[src/rtl/data_mem_v2.sv]
// Parametrised single-port data RAM with per-lane write enables, optional
// registered read path and a hardware clear engine that zeroes every word.
module data_mem_v2 #(
  parameter int ADDR_WIDTH = 8,
  parameter int DATA_WIDTH = 8,
  parameter int LANES      = 1,
  parameter int REG_READ   = 0
) (
  input  logic                  clk,
  input  logic                  reset,
  input  logic [ADDR_WIDTH-1:0] DataAddress,
  input  logic                  ReadMem,
  input  logic                  WriteMem,
  input  logic [LANES-1:0]      ByteEn,
  input  logic [DATA_WIDTH-1:0] DataIn,
  input  logic                  ClearReq,
  output logic [DATA_WIDTH-1:0] DataOut,
  output logic                  ReadValid,
  output logic                  Busy
);

  localparam int LW    = DATA_WIDTH / LANES;
  localparam int DEPTH = 2 ** ADDR_WIDTH;

  typedef enum logic {ST_CLEAR, ST_IDLE} state_t;

  logic [DATA_WIDTH-1:0] r_mem [DEPTH];
  state_t                r_state;
  logic [ADDR_WIDTH-1:0] r_clrAddr;
  logic                  r_busy;
  logic                  w_write;

  // ClearReq wins over any access presented in the same IDLE cycle.
  assign w_write = (r_state == ST_IDLE) & ~ClearReq & WriteMem;
  assign Busy    = r_busy;

  always_ff @(posedge clk or posedge reset) begin
    if (reset) begin
      r_state   <= ST_CLEAR;
      r_clrAddr <= '0;
      r_busy    <= 1'b1;
    end else if (r_state == ST_CLEAR) begin
      r_clrAddr <= r_clrAddr + ADDR_WIDTH'(1);
      if (r_clrAddr == '1) begin
        r_state <= ST_IDLE;
        r_busy  <= 1'b0;
      end
    end else if (ClearReq) begin
      r_state   <= ST_CLEAR;
      r_clrAddr <= '0;
      r_busy    <= 1'b1;
    end
  end

  // The array has no reset; the clear engine is the only thing that zeroes it.
  always_ff @(posedge clk) begin
    if (r_state == ST_CLEAR) begin
      r_mem[r_clrAddr] <= '0;
    end else if (w_write) begin
      for (int i = 0; i < LANES; i++) begin
        if (ByteEn[i]) begin
          r_mem[DataAddress][i*LW +: LW] <= DataIn[i*LW +: LW];
        end
      end
    end
  end

  generate
    if (REG_READ != 0) begin : g_regRead
      logic [DATA_WIDTH-1:0] r_dataOut;
      logic                  r_readValid;
      logic                  w_read;

      assign w_read = (r_state == ST_IDLE) & ~ClearReq & ReadMem;

      // Reads sample the array before this edge's write lands (old data).
      always_ff @(posedge clk or posedge reset) begin
        if (reset) begin
          r_dataOut   <= '0;
          r_readValid <= 1'b0;
        end else begin
          r_readValid <= w_read;
          if (w_read) begin
            r_dataOut <= r_mem[DataAddress];
          end
        end
      end

      assign DataOut   = r_dataOut;
      assign ReadValid = r_readValid;
    end else begin : g_combRead
      assign DataOut   = r_busy ? '0 : r_mem[DataAddress];
      assign ReadValid = ReadMem & ~r_busy;
    end
  endgenerate

endmodule

[config.mk]
export PLATFORM = sky130hd
export DESIGN_NAME = data_mem_v2
export DESIGN_NICKNAME = d
export VERILOG_FILES = /design/src/rtl/data_mem_v2.sv
export SDC_FILE = /design/constraint.sdc
export NUM_CORES = 2
export LEC_CHECK = 0
export CAP_MARGIN = 0
export CORE_ASPECT_RATIO = 0.7
export CORE_UTILIZATION = 25
export DETAILED_ROUTE_END_ITERATION = 8
export PLACE_DENSITY = 0.48
export SLEW_MARGIN = 20
export SYNTH_ARGS = -nofsm -noshare
export SYNTH_HDL_FRONTEND = slang
export SYNTH_SLANG_ARGS = --single-unit
[constraint.sdc]
create_clock -name clk -period 5.05 [get_ports clk]
set_input_delay 1.515 -clock clk [delete_from_list [all_inputs] [get_ports clk]]
set_output_delay 1.515 -clock clk [all_outputs]
set_load 0.03 [all_outputs]
==> results.py <==
metrics = {
    "outcome": {
        "outcome": "finished, violations left",
        "violations": "negative setup slack",
    },
    "floorplanning": {
        "rows": 174,
        "die_area_sq_um": 328000,
        "io_pins": 32,
        "die_h_um": 479,
        "die_w_um": 684,
        "coreArea_sq_um": 322000,
        "initial_core_util": 0.252,
    },
    "critical_path": {
        "rr_startpoint": "r_state",
        "critPathCaptureType": "primary output",
        "worstSetupStartpointType": "input pin",
        "arrival_ns": 4.27,
        "r2r_cells": 8,
        "r2r_slack_ns": 1.62,
        "crit_fanout": 7,
        "crit_chain": "buf_16 > buf_16 > buf_12 > buf_12 > buf_8 > mux4_2 > nand3b_1 > o311ai_4 > nor4_4 > nand4_1 > o22ai_1 > buf_4 > buf_12",
        "slowest_stage": "mux4_2",
        "max_stage_delay_ns": 0.36,
        "path_delay_family": "buffers and inverters",
        "cpMostUsedCell": "buf_12",
        "cp_num_buf_inv": 7,
        "required_ns": 3.54,
        "r2r-end": "r_mem[13][3]",
        "worstSetupPathType": "in -> out",
    },
    "clock_network": {
        "cts_max_path_buffers": 4,
        "numCtsBuffers": 196,
        "clockRootBuffer": "clkbuf_16",
        "clkTransAtPathRegs_ns": 0.07,
        "htreeDepth": 4,
        "insertion_delay_ns": 0.86,
        "cts.sinks": 2058,
        "cts_tree": "yes",
        "cts_hold_buf": 0,
    },
    "synth": {
        "synth_edf_count": 2048,
        "synth_warnings": 0,
        "synthTopCellsByCount": "2048 x edfxtp_1, 339 x mux4_2, 308 x nor2_1",
        "synthTopCellsByArea": "edfxtp_1 76%, mux4_2 9.4%, mux2i_1 3.4%",
        "synth_most_common_cell": "edfxtp_1",
        "async_reset_ff_frac": 0.00486,
        "seq_area_frac_synth": 0.759,
        "synth_top_area_share": 0.756,
        "synth_cell_types": 81,
        "synth_nets": 4066,
        "syn_avg_cell_area_sq_um": 20.1,
        "yosysTopAreaCell": "edfxtp_1",
        "ys.flop_type": "edfxtp_1",
        "syn_inst": 4043,
        "syn-cell-area_sq_um": 81400,
        "ys_ff_latch": 2058,
    },
    "layout": {
        "instances_no_fill": 9439,
        "drive_gt1_frac": 0.342,
        "final_nets": 4997,
        "areaGrowthSynthToFinish_pct": 24.3,
        "final_util": 0.314,
    },
    "placed_design": {
        "dp_hpwl_um": 191000,
        "gp_congestion": 0.920,
        "port_buffers": 31,
        "place_ws_ns": -1.45,
        "placed_cells": 9022,
    },
    "sta": {
        "max_freq_mhz": 173,
        "relSlewSlack": 0.433,
        "tightest_slew_ns": 0.851,
        "finalCriticalPeriod_ns": 5.79,
        "whs_ns": 0.601,
        "finalHoldViolCount": 0,
        "rsz0062_at_grt": "yes",
        "fin_crit_sh": 1.15,
        "clock_skew_ns": 0.0629,
        "drv_slew": 0,
        "setup_slack_ns": -0.736,
        "finalSetupViolCount": 8,
    },
    "power": {
        "intPower_mw": 27.7,
        "power.switching_mw": 8.83,
        "leakagePower_nw": 36.5,
        "p_sw_frac": 0.242,
        "power_frac_comb": 0.093,
        "power_density_nw_per_um2": 361,
        "vdd_drop_max_mv": 0.250,
        "pwr-share-seq": 0.515,
        "clkPwrFrac": 0.391,
    },
    "hold_path": {
        "holdCritPathClass": "reg -> reg",
        "min_path_cells": 1,
        "min_to": "r_clrAddr[2]",
        "min_from": "r_clrAddr[2]",
    },
    "global_routing": {
        "track_usage": 0.165,
        "grt_pass1_wl_um": 378000,
        "overflow": 0,
        "grt_max_degree": 105,
        "first_global_vias": 44200,
        "antenna_found_initial": 16,
    },
    "route": {
        "first_pass_iters": 6,
        "vias_per_cell": 4.87,
        "dr_total_vias": 45900,
        "drtIter0Drc": 6465,
        "wire_per_inst_um": 29.3,
        "drc": 0,
        "ant_nets": 0,
        "routed_wl_um": 277000,
    },
    "flow_run": {
        "cap_violations": 0,
    },
}
==> worst max-delay path by stage <==
stage	slack (ns)	cells after the start	start	end
3_5_place_dp	-1.45	12	DataAddress[0]	DataOut[5]
4_1_cts	-0.65	13	DataAddress[0]	DataOut[5]
3_3_place_gp	-1.96	13	DataAddress[4]	DataOut[7]
2_1_floorplan	0.007	10	DataAddress[1]	DataOut[5]
5_1_grt	-0.69	13	DataAddress[0]	DataOut[5]
6_report	-0.74	13	DataAddress[0]	DataOut[5]
==> power by group through the flow <==
stage	Clock (mW)	Combinational (mW)	Sequential, mW
3_3_place_gp	0	3.15	19.2
2_1_floorplan	0	1.41	19.1
5_1_grt	15.2	3.47	18.8
3_5_place_dp	0	3.15	19.2
6_report	14.3	3.41	18.8
4_1_cts	14.6	3.31	18.8
==> registers in the layout, summed over array words and instances (netlist names) <==
name       cells
Busy           1
r_clrAddr      8
r_state        1
r_mem       2048
==> cell usage in the layout, fill, tap and decap left out, drive strengths merged, types with 5 or more instances in the layout <==
master,instances
clkbuf,240
clkinvlp,10
a211oi,26
a31oi,5
bufbuf,8
nand3,69
o2111ai,8
nor3,40
inv,11
o31ai,13
and2,17
o221ai,89
diode,5
nand2b,7
edfxtp,2048
nand2,114
a22oi,61
nor4,11
bufinv,12
o22ai,62
nand4,16
a32oi,5
nor2,309
clkinv,79
dfrtp,9
nor2b,8
a2111oi,13
mux4,377
o211ai,9
buf,956
mux2i,280
clkdlybuf4s50,15
a221oi,9
a21oi,48
or3,7
o32ai,5
nand3b,12
o21ai,65
==> per-layer routing <==
metal | vias up | track usage | routed length (um)
met2 | 2339 | 0.215 | 108000
met4 | 0 | 0.0284 | 4690
met1 | 24600 | 0.265 | 132000
met5 | - | 0 | 0
met3 | 308 | 0.0492 | 32400
li1 | 18700 | - | -
==> repair_timing <==
action / in CTS / in global routing
pin swaps: 42 / 30
endpoints found under the setup margin: 8 / 8
buffers inserted: 42 / 16
hold endpoints to repair: 0 / 0
resized for setup: 218 / 51
cloned: 11 / 0
==> worst reg2reg max path: cells and delay by family, from the launching register on <==
| kind | cells | cell delay, ns |
|---|---|---|
| and+or+nand+nor | 5 | 1.88 |
| DFF | 1 | 0.61 |
| buffers and inverters | 2 | 0.46 |
| AOI/OAI and AO/OA | 1 | 0.21 |
==> cells by family after synthesis <==
logic type	synth area share
XOR/XNOR	0.000108
adder cells (fa/ha/maj)	0.000154
flip-flops	0.759
multiplexers	0.141
AO/OA/AOI/OAI	0.0389
buffers and inverters	0.0251
AND/OR/NAND/NOR	0.0359
==> stage by stage <==
step / setup TNS, ns / total power [mW] / cell area (sq um)
after global routing: -4.80 / 37.5 / 101000
after floorplan: 0 / 20.5 / 81400
after CTS: -4.47 / 36.7 / 101000
after detailed placement: -10.11 / 22.3 / 93200
after global placement: -10.20 / 22.3 / 93200
final: -4.74 / 36.5 / 101000
==> layout make-up <==
type	instances	area, sq um
diodes	5	12.5
clock buffers	240	5140
clock inverters	106	851
fillers	31000	221000
inverters	6	22.5
multi-input cells	1729	18600
flip-flops and latches	2058	61800
well taps	4312	5400
repair buffers	983	9440
No activity file was read; power rests on OpenSTA's default activity.
